## config.mk

```make
export PLATFORM = sky130hd
export DESIGN_NAME = mtc_output_serializer
export DESIGN_NICKNAME = d
export VERILOG_FILES = /design/src/rtl/l0mdt_buses_constants.sv /design/src/rtl/mtc_lane_fifo.sv /design/src/rtl/mtc_output_serializer.sv
export SDC_FILE = /design/constraint.sdc
export NUM_CORES = 1
export LEC_CHECK = 0
export CORE_MARGIN = 4
export CORE_UTILIZATION = 55
export CTS_BUF_LIST = sky130_fd_sc_hd__clkbuf_4 sky130_fd_sc_hd__clkbuf_8
export DETAILED_ROUTE_END_ITERATION = 10
export GPL_ROUTABILITY_DRIVEN = 1
export PLACE_DENSITY_LB_ADDON = 0.2
export SYNTH_ARGS = -nofsm -noshare
export SYNTH_HDL_FRONTEND = slang
export SYNTH_HIERARCHICAL = 1
export SYNTH_SLANG_ARGS = --single-unit
```

## constraint.sdc

```tcl
create_clock -name clock -period 6.2 [get_ports clock]
set_input_delay 1.55 -clock clock [delete_from_list [all_inputs] [get_ports clock]]
set_output_delay 1.55 -clock clock [all_outputs]
set_load 0.005 [all_outputs]
```

## src/rtl/l0mdt_buses_constants.sv

```systemverilog
// Shared MTC bus constants and word type for the L0 MDT trigger path.
// Latency: n/a (constants and types only).
// Backpressure: n/a.
package l0mdt_buses_constants;

  // Width of one MTC-to-SL word; the top bit flags a valid word.
  localparam int MTC2SL_LEN = 32;
  localparam int MTC_VALID_BIT = MTC2SL_LEN - 1;

  typedef logic [MTC2SL_LEN-1:0] mtc_word_t;

endpackage

```

## src/rtl/mtc_lane_fifo.sv

```systemverilog
// Per-lane word buffer with show-ahead head, synchronous write/read, async reset.
// Latency: a word written at edge k is visible on dout (empty=0) after edge k.
// Backpressure: writes while full and reads while empty are ignored; caller gates them.
module mtc_lane_fifo
  import l0mdt_buses_constants::*;
#(
  parameter int WIDTH = MTC2SL_LEN,
  parameter int DEPTH = 8,
  localparam int AW = $clog2(DEPTH)
) (
  input  logic             clock,
  input  logic             rst,
  input  logic             wr_en,
  input  logic [WIDTH-1:0] din,
  output logic             full,
  input  logic             rd_en,
  output logic [WIDTH-1:0] dout,
  output logic             empty,
  output logic [AW:0]      count
);

  logic [WIDTH-1:0] r_mem [DEPTH];
  logic [AW:0]      r_wr_ptr;
  logic [AW:0]      r_rd_ptr;
  logic             w_do_wr;
  logic             w_do_rd;

  // One extra pointer bit tells a wrapped (full) FIFO apart from an empty one.
  assign full    = (r_wr_ptr[AW] != r_rd_ptr[AW]) && (r_wr_ptr[AW-1:0] == r_rd_ptr[AW-1:0]);
  assign empty   = (r_wr_ptr == r_rd_ptr);
  assign count   = r_wr_ptr - r_rd_ptr;
  assign dout    = r_mem[r_rd_ptr[AW-1:0]];
  assign w_do_wr = wr_en && !full;
  assign w_do_rd = rd_en && !empty;

  // Storage array: data only, no reset needed since pointers define validity.
  always_ff @(posedge clock) begin
    if (w_do_wr) begin
      r_mem[r_wr_ptr[AW-1:0]] <= din;
    end
  end

  // Pointer advance on accepted write/read; reset discards all contents.
  always_ff @(posedge clock or posedge rst) begin
    if (rst) begin
      r_wr_ptr <= '0;
      r_rd_ptr <= '0;
    end else begin
      if (w_do_wr) r_wr_ptr <= r_wr_ptr + 1'b1;
      if (w_do_rd) r_rd_ptr <= r_rd_ptr + 1'b1;
    end
  end

endmodule

```

## src/rtl/mtc_output_serializer.sv

```systemverilog
// Buffers n parallel MTC lanes and serialises them round-robin onto one valid/ready stream.
// Latency: 2 cycles minimum from input sample to mtc_o (FIFO write, then output register load).
// Backpressure: output holds while valid & !ready; lane FIFOs absorb, words to a full FIFO are dropped and counted.
module mtc_output_serializer
  import l0mdt_buses_constants::*;
#(
  parameter int MTC2SL_LEN    = l0mdt_buses_constants::MTC2SL_LEN,
  parameter int n_PRIMARY_MTC = 3,
  parameter int FIFO_DEPTH    = 8,
  parameter int DROP_CNT_W    = 8,
  localparam int LANE_W = (n_PRIMARY_MTC > 1) ? $clog2(n_PRIMARY_MTC) : 1
) (
  input  logic                                clock,
  input  logic                                rst,
  input  logic [MTC2SL_LEN*n_PRIMARY_MTC-1:0] mtc,
  output logic [MTC2SL_LEN-1:0]               mtc_o,
  output logic                                mtc_valid_o,
  input  logic                                mtc_ready_i,
  output logic [LANE_W-1:0]                   mtc_lane_o,
  output logic [n_PRIMARY_MTC-1:0]            overflow_o,
  output logic [DROP_CNT_W*n_PRIMARY_MTC-1:0] drop_cnt_o
);

  localparam int VLD   = MTC2SL_LEN - 1;
  localparam int CNT_W = $clog2(FIFO_DEPTH) + 1;
  localparam logic [MTC2SL_LEN-1:0] VLD_MASK = MTC2SL_LEN'(1) << VLD;

  logic [MTC2SL_LEN-1:0] w_lane_dat  [n_PRIMARY_MTC];
  logic [MTC2SL_LEN-1:0] w_fifo_dout [n_PRIMARY_MTC];
  logic [CNT_W-1:0]      w_fifo_cnt  [n_PRIMARY_MTC];
  logic [n_PRIMARY_MTC-1:0] w_in_vld;
  logic [n_PRIMARY_MTC-1:0] w_wr_en;
  logic [n_PRIMARY_MTC-1:0] w_rd_en;
  logic [n_PRIMARY_MTC-1:0] w_drop;
  logic [n_PRIMARY_MTC-1:0] w_fifo_full;
  logic [n_PRIMARY_MTC-1:0] w_fifo_empty;

  logic                  w_load;
  logic                  w_gnt_vld;
  logic [LANE_W-1:0]     w_gnt_idx;
  logic [LANE_W-1:0]     w_rr_nxt;
  int                    w_scan_idx;

  logic [LANE_W-1:0]     r_rr_ptr;
  logic                  r_vld;
  logic [MTC2SL_LEN-1:0] r_dat;
  logic [LANE_W-1:0]     r_lane;
  logic [n_PRIMARY_MTC-1:0] r_ovf;
  logic [DROP_CNT_W-1:0] r_drop_cnt [n_PRIMARY_MTC];

  // Output register may take a new word when empty or when the current one is accepted.
  assign w_load = !r_vld || mtc_ready_i;

  for (genvar g = 0; g < n_PRIMARY_MTC; g++) begin : g_lane
    assign w_lane_dat[g] = mtc[g*MTC2SL_LEN +: MTC2SL_LEN];
    assign w_in_vld[g]   = w_lane_dat[g][VLD];
    // Fullness is the pre-edge state, so a same-edge pop does not make room.
    assign w_wr_en[g]    = w_in_vld[g] && !w_fifo_full[g];
    assign w_drop[g]     = w_in_vld[g] && w_fifo_full[g];
    assign w_rd_en[g]    = w_load && w_gnt_vld && (w_gnt_idx == LANE_W'(g));
    assign drop_cnt_o[g*DROP_CNT_W +: DROP_CNT_W] = r_drop_cnt[g];

    mtc_lane_fifo #(
      .WIDTH (MTC2SL_LEN),
      .DEPTH (FIFO_DEPTH)
    ) u_fifo (
      .clock (clock),
      .rst   (rst),
      .wr_en (w_wr_en[g]),
      .din   (w_lane_dat[g]),
      .full  (w_fifo_full[g]),
      .rd_en (w_rd_en[g]),
      .dout  (w_fifo_dout[g]),
      .empty (w_fifo_empty[g]),
      .count (w_fifo_cnt[g])
    );

    // Full flag and occupancy count must always tell the same story.
    a_full_cnt : assert property (@(posedge clock) disable iff (rst)
      w_fifo_full[g] == (w_fifo_cnt[g] == CNT_W'(FIFO_DEPTH)));
  end

  // Cyclic search from rr_ptr; scanning backwards lets the nearest non-empty lane win.
  always_comb begin
    w_gnt_vld  = 1'b0;
    w_gnt_idx  = '0;
    w_scan_idx = 0;
    for (int k = n_PRIMARY_MTC - 1; k >= 0; k--) begin
      w_scan_idx = int'(r_rr_ptr) + k;
      if (w_scan_idx >= n_PRIMARY_MTC) w_scan_idx = w_scan_idx - n_PRIMARY_MTC;
      if (!w_fifo_empty[w_scan_idx]) begin
        w_gnt_vld = 1'b1;
        w_gnt_idx = LANE_W'(w_scan_idx);
      end
    end
  end

  assign w_rr_nxt = (w_gnt_idx == LANE_W'(n_PRIMARY_MTC - 1)) ? '0 : w_gnt_idx + 1'b1;

  // Output register and round-robin pointer; both only move on a load-enabled edge.
  always_ff @(posedge clock or posedge rst) begin
    if (rst) begin
      r_vld    <= 1'b0;
      r_dat    <= '0;
      r_lane   <= '0;
      r_rr_ptr <= '0;
    end else if (w_load) begin
      if (w_gnt_vld) begin
        r_vld    <= 1'b1;
        r_dat    <= w_fifo_dout[w_gnt_idx] | VLD_MASK;
        r_lane   <= w_gnt_idx;
        r_rr_ptr <= w_rr_nxt;
      end else begin
        r_vld <= 1'b0;
      end
    end
  end

  // Sticky overflow flags and saturating per-lane drop counters.
  always_ff @(posedge clock or posedge rst) begin
    if (rst) begin
      r_ovf <= '0;
      for (int i = 0; i < n_PRIMARY_MTC; i++) r_drop_cnt[i] <= '0;
    end else begin
      for (int i = 0; i < n_PRIMARY_MTC; i++) begin
        if (w_drop[i]) begin
          r_ovf[i] <= 1'b1;
          if (r_drop_cnt[i] != '1) r_drop_cnt[i] <= r_drop_cnt[i] + 1'b1;
        end
      end
    end
  end

  assign mtc_o       = r_dat;
  assign mtc_valid_o = r_vld;
  assign mtc_lane_o  = r_lane;
  assign overflow_o  = r_ovf;

endmodule
```

======== Word-level counts from Yosys, hierarchy flattened ========
Memory sizes are Yosys's and may differ from the RTL's.
Index checks and enable logic that the tools add are counted.
Widths: inputs -> output; s select.
word-level totals
  output and inout bits ................... 62
  memories kept ........................... 3
  flip-flop bits (word level) ............. 88
  bits in writable memories ............... 768
  input port bits ......................... 99
  bits in read-only memories .............. 0
  word-level logic and storage cells ...... 117
  bits in latches ......................... 0
cells by class
  order comparisons ....................... 7
  multiply operators ...................... 0
  multiplexer cells ....................... 29
  shift-type cells ........................ 0
  bitwise operators ....................... 1
  reductions and logical operators ........ 32
  $add $sub $neg .......................... 15
  equal/unequal tests ..................... 14
  div/mod/pow operators ................... 0
memory list
  name                    words  bits a word  read ports  clocked after Yosys merged registers in  write ports  line                 RTL
  g_lane[0].u_fifo.r_mem  8      32           1           0                                        1            mtc_lane_fifo.sv:22  logic [WIDTH-1:0] r_mem [DEPTH];
  g_lane[1].u_fifo.r_mem  8      32           1           0                                        1            mtc_lane_fifo.sv:22
  g_lane[2].u_fifo.r_mem  8      32           1           0                                        1            mtc_lane_fifo.sv:22
operator list
  cell                 number
  $lt 32x4->1 const B  3
  $mux 32              3
  $bmux 32 s2          1
  $mux 31              2
  $add 4x1->4 const B  6
  $add 8x1->8 const B  3
  $ne 8x8->1 const B   3
  $logic_and 1x1->1    19
  $mux 1               16
  $eq 4x4->1           3
  $eq 3x3->1           3
  $mux 2               4
  $reduce_and 2->1     4
  $sub 3x2->4 const B  2
  $logic_not 1->1      7
  $bmux 1 s2           3
  $ge 3x2->1 const B   2
  $add 2x1->3 const B  1
  $add 2x2->3 const B  1
  $ge 3x3->1 const B   1
  $ne 1x1->1           3
  $not 2->3            1
  $sub 2x2->3 const B  1
  $add 2x1->2 const B  1
  5 further kinds      5

======== Longest topological paths before layout ========
  word-level depth ........................ 13
  mapped depth ............................ 15

======== Hierarchy ========
Netlist, hierarchy kept.
modules (own cells, without submodules)
  module                                cells an instance  area an instance (um^2)  instances
  mtc_lane_fifo (g_lane[1].u_fifo ...)  496                10167.3                  2
  mtc_lane_fifo (g_lane[0].u_fifo)      496                10169.8                  1
  mtc_output_serializer                 308                3397.0                   1

======== Worst setup path before layout ========
Ideal clock, no wire load.
  kind .................................... input to register
  start ................................... input port mtc[63]
  end ..................................... memory g_lane[1].u_fifo/r_mem[0][0] in the netlist's numbering (enable)
  stages .................................. 3
  required time ........................... 5.699 ns
  buffers on the path ..................... 0
  arrival time ............................ 4.971 ns
  library setup time ...................... 0.501 ns
  slack ................................... 0.727 ns
  path through ............................ nor2b_1 > o21ai_2 > nor4_1
between the ends
  longest elaborated chain between the ends .. 4
ends and longest elaborated chain
  item                          line                         RTL
  start, declared               mtc_output_serializer.sv:15  input logic [MTC2SL_LEN*n_PRIMARY_MTC-1:0] mtc,
  $logic_and 1x1->1             mtc_output_serializer.sv:58  assign w_wr_en[g] = w_in_vld[g] && !w_fifo_full[g];
  $logic_and 1x1->1             mtc_lane_fifo.sv:33          assign w_do_wr = wr_en && !full;
  $mux 1                        mtc_lane_fifo.sv:38          if (w_do_wr) begin
  $mux 1 (implied by the code)  mtc_lane_fifo.sv:39          r_mem[r_wr_ptr[AW-1:0]] <= din;
  end, declared                 mtc_lane_fifo.sv:22
Every way passes these cells.

======== Worst setup path in the final report ========
  start ................................... register g_lane[1].u_fifo.r_rd_ptr[2]
  end ..................................... register g_lane[1].u_fifo.r_rd_ptr[1]
between the ends
  longest elaborated chain between the ends .. 10
  elaborated cells between the ends (all ways) .. 21
  those cells by class .................... 2 x eq/ne; 15 x mux; 4 x reduce/logical
ends and longest elaborated chain
  item                                                    line                         RTL
  start, declared                                         mtc_lane_fifo.sv:24          logic [AW:0] r_rd_ptr;
  start signal, assigned                                  mtc_lane_fifo.sv:50          if (w_do_rd) r_rd_ptr <= r_rd_ptr + 1'b1;
  $eq 4x4->1 (*)                                          mtc_lane_fifo.sv:30          assign empty = (r_wr_ptr == r_rd_ptr);
  via w_fifo_empty[1]                                     mtc_output_serializer.sv:36  logic [n_PRIMARY_MTC-1:0] w_fifo_empty;
  $bmux 1 s2                                              mtc_output_serializer.sv:91  if (!w_fifo_empty[w_scan_idx]) begin
  $mux 1 (implied by the code) (2 in a row)               mtc_output_serializer.sv:91
  $mux 2 / $mux 1 (equally long branches) (3 in a row)    mtc_output_serializer.sv:91
  $eq 2x1->1 / $logic_and 1x1->1 (equally long branches)  mtc_output_serializer.sv:60  assign w_rd_en[g] = w_load && w_gnt_vld && (w_gnt_idx == LANE_W'(g));
  $logic_and 1x1->1 (*)                                   mtc_output_serializer.sv:60
  via w_rd_en[1]                                          mtc_output_serializer.sv:33  logic [n_PRIMARY_MTC-1:0] w_rd_en;
  $logic_and 1x1->1 (*)                                   mtc_lane_fifo.sv:34          assign w_do_rd = rd_en && !empty;
Mark *: on every way through the listed nets, which the timed path passes. The rest lies on a longest branch. The select of a mux whose other input is x is not followed.
A chain may end at the register's enable or synchronous reset.

==> summary by stage <==
Job
The max-cap violation count is 0.

Global routing
The remaining global-route overflow is 0. The number of global-route vias before repair is 16900. The first global-routing pass estimated 105000 um of wire.

The global-route total usage across every layer is 22.2%. Entering global routing, the biggest net connects 66 pins. The number of antenna violations at the first check in global routing is 7.

Synthesis
Counting every net in the synthesized netlist gives 1852. The warning count from the yosys run is 6. The synthesized area per cell is 19.0 um2. After synthesis the cells add up to 32800 um2. After technology mapping, the gate count stands at 1732.

Detailed routing
The average wire per cell in the routed design is 24.3 um. For this run, design rule violations remaining after detail routing come to 0. The residual antenna-violating net count after detailed routing is 0. The final routed wirelength across all metal layers is 69600 um.

The detailed router placed 16600 vias in this run. Before antenna repair, the detailed router went through 5 iterations. The violation count after the first detailed-route iteration is 1354.

After detailed routing, the number of vias per cell comes to 5.80.

Clock tree
The number of setup buffers added after CTS is 0. The clock-pin slew of the registers on the worst-case setup and hold paths is 0.06 ns. The H-tree generated during clock tree synthesis spans 4 levels.

The longest clock path from root to sink contains 3 buffers. In this run the clock root is driven by a sky130_fd_sc_hd__clkbuf_8. TritonCTS created 135 clock buffers. Hold repair after CTS inserted 0 buffers. The clock latency on the worst-skew pair is 0.76 ns.

The TritonCTS clock tree is done. Post-CTS repair changed the size of 0 cells. For this design, the sink count on the clock tree is 832.

STA
For this run, the top clock speed supported by timing is 0.234 GHz. The number of endpoints with negative hold slack in the final report is 0. Across the routed clock network, the largest skew measured is 0.0242 ns. For the pin with the worst max-slew slack, the measured transition is 1.16 ns.

The final critical path takes up 69.0% of the cycle. The number of slew-limit violations in the final report is 0. Setup violations remaining at the end of the flow were counted as 0. Setup repair after global routing left no endpoint under its margin. The worst pin sits at a relative slew slack of 22.3%. The final-layout setup total negative slack is 0 ns. The clock period minus worst slack is 4.28 ns.

Setup path
The largest delay contributor family on the critical path is simple AND/OR/NAND/NOR gates. The number of buffers and inverters on the critical path is 3. The launch point of the critical path is g_lane[1].u_fifo/r_rd_ptr[2]. Of all nets on the critical path, the largest fanout is 38. The stage delay of the slowest cell on the critical path is 0.57 ns. The logic depth of the worst register-to-register path is 13.

The arrival time of the worst setup path is 4.91 ns. For the worst setup path, the data required time is 6.83 ns. Traced cell by cell, the critical path runs through buf_4 -> clkinv_1 -> ha_1 -> nand3_1 -> nor2_1 -> nor2b_1 -> or4_4 -> a22oi_2 -> buf_4 -> or2b_4 -> nor2b_1 -> o21ai_1 -> mux2_2. The origin of the critical flop-to-flop path is g_lane[1].u_fifo/r_rd_ptr[2].

For this design, the slowest cell found on the critical path is sky130_fd_sc_hd__nor2_1. The cell depth of the worst setup path is 13. The startpoint kind of the worst setup timing path is a flop.

The worst setup path is captured at a flop. The critical path is of the flop to flop type.

Placed design
The routability congestion estimate from global placement is 0.791. The total of buffers placed on input and output ports is 160. Summed over all nets, the half-perimeter wirelength after detailed placement is 41900 um.

The placed standard-cell area is 35300 um2.

Layout
The area added between synthesis and finish is 15.7%. Summing all flip-flop and latch instances after layout gives 24600 um2. The multi-input logic area is 7800 um2. After routing the design area is 38000 um2. The filler cells instantiated in the layout total 4067. The net count of the finished layout is 2100. The fraction of final layout cells with drive strength greater than 1 is 23.8%.

Worst hold path
The tightest min-delay check is of the flop to flop type. Along the worst hold path, the cell count comes to 1. The worst hold path begins at overflow_o[0].

Floorplan
The overall die height is 252 um. The die covers 63700 um2. After floorplanning, the core was divided into 89 placement rows. Once the floorplan was initialized, standard cells occupied 55.6% of the core. The core region is 59000 um2.

The count of boundary I/O pins is 161. The die is 252 um wide.

Pwr
In this run the static leakage power is 0.0130 uW. Across the VDD grid, the largest voltage drop is 0.297 mV. For this design the ratio of total power to cell area is 480 nW/um2.

Run status
The run finished with clean final reports.
## worst reg2reg max path, stage by stage (launching register included)
cell                       delay [ns]
sky130_fd_sc_hd__dfrtp_1         0.33
sky130_fd_sc_hd__buf_4           0.39
sky130_fd_sc_hd__clkinv_1        0.18
sky130_fd_sc_hd__ha_1            0.31
sky130_fd_sc_hd__nand3_1         0.19
sky130_fd_sc_hd__nor2_1          0.57
sky130_fd_sc_hd__nor2b_1         0.10
sky130_fd_sc_hd__or4_4           0.44
sky130_fd_sc_hd__a22oi_2         0.13
sky130_fd_sc_hd__buf_4           0.37
sky130_fd_sc_hd__or2b_4          0.42
sky130_fd_sc_hd__nor2b_1         0.12
sky130_fd_sc_hd__o21ai_1         0.24
sky130_fd_sc_hd__mux2_2          0.39
## per-layer routing
| metal | part of all wire [%] | routed length (um) | track usage [%] |
|---|---|---|---|
| met2 | 50 | 34600 | 35.3 |
| met4 | 2.3 | 1620 | 6.46 |
| met1 | 41 | 28700 | 30.9 |
| met5 | 0.043 | 30 | 0 |
| met3 | 6.7 | 4630 | 6.04 |
## cells in the final DEF, fill, tap and decap left out, types with 4 or more instances in the layout
cell and n:
sky130_fd_sc_hd__a32oi_1 31, sky130_fd_sc_hd__diode_2 7, sky130_fd_sc_hd__clkinv_2 13, sky130_fd_sc_hd__clkinv_1 22, sky130_fd_sc_hd__nor2b_1 12, sky130_fd_sc_hd__clkbuf_4 51
sky130_fd_sc_hd__nor2_4 9, sky130_fd_sc_hd__inv_1 23, sky130_fd_sc_hd__xor2_1 23, sky130_fd_sc_hd__ha_1 21, sky130_fd_sc_hd__edfxtp_1 744, sky130_fd_sc_hd__mux2i_1 31
sky130_fd_sc_hd__nand2b_1 8, sky130_fd_sc_hd__nor2_1 21, sky130_fd_sc_hd__clkdlybuf4s50_1 160, sky130_fd_sc_hd__dfrtp_1 82, sky130_fd_sc_hd__xnor2_1 22, sky130_fd_sc_hd__bufinv_16 5
sky130_fd_sc_hd__buf_4 34, sky130_fd_sc_hd__nand2_1 307, sky130_fd_sc_hd__a31oi_1 4, sky130_fd_sc_hd__clkbuf_8 141, sky130_fd_sc_hd__nand3_1 18, sky130_fd_sc_hd__mux4_2 186
sky130_fd_sc_hd__mux2_2 10, sky130_fd_sc_hd__nor3_2 12, sky130_fd_sc_hd__inv_6 5, sky130_fd_sc_hd__o21ai_1 36
## per-stage QoR
stage          std cells  setup WS, ns  power [uW]  utilization [%]  hold WS (ns)
2_1_floorplan       1732         0.829       11700                -         0.459
3_3_place_gp        2616          2.06       13600             59.8         0.449
3_5_place_dp        2616          1.94       13800             59.8         0.452
4_1_cts             2853          1.91       18500             64.3         0.470
5_1_grt             2854          1.53       19200             64.3         0.497
6_report            2860          1.92       18200             64.3         0.467
## power breakdown
group / switching, uW / leakage (uW) / total, uW / internal (uW)
registers: 533 / 0.00783 / 7770 / 7240
logic: 3390 / 0.00376 / 5810 / 2420
clock network: 2040 / 0.00142 / 4660 / 2620
## flip-flops by register name, indices dropped and copies added (netlist names)
register and cells:
overflow_o 3, mtc_o 32, mtc_lane_o 2, g_lane.u_fifo/r_wr_ptr 12
r_rr_ptr 2, g_lane.u_fifo/r_rd_ptr 12, mtc_valid_o 1, drop_cnt_o 24
g_lane.u_fifo/r_mem 744
## final timing paths
path                                           endpoint  slack [ns]
min in group asynchronous  g_lane[2].u_fifo/r_rd_ptr[0]        1.26
max in group asynchronous                     mtc_o[19]        3.89
min reg2reg                               overflow_o[0]        0.47
min                                       overflow_o[0]        0.47
max                        g_lane[1].u_fifo/r_rd_ptr[1]        1.92
max reg2reg                g_lane[1].u_fifo/r_rd_ptr[1]        1.92
## final cells by class
cell class                 count  area share [%]
sequential                   832            64.7
multi-input combinational    790            20.5
clock inverter                45           0.929
inverter                      27           0.267
clock buffer                 192            6.12
tap                          773            2.55
timing repair buffer         194            4.89
antenna                        7          0.0461
No activity file was read; power rests on OpenSTA's default activity.
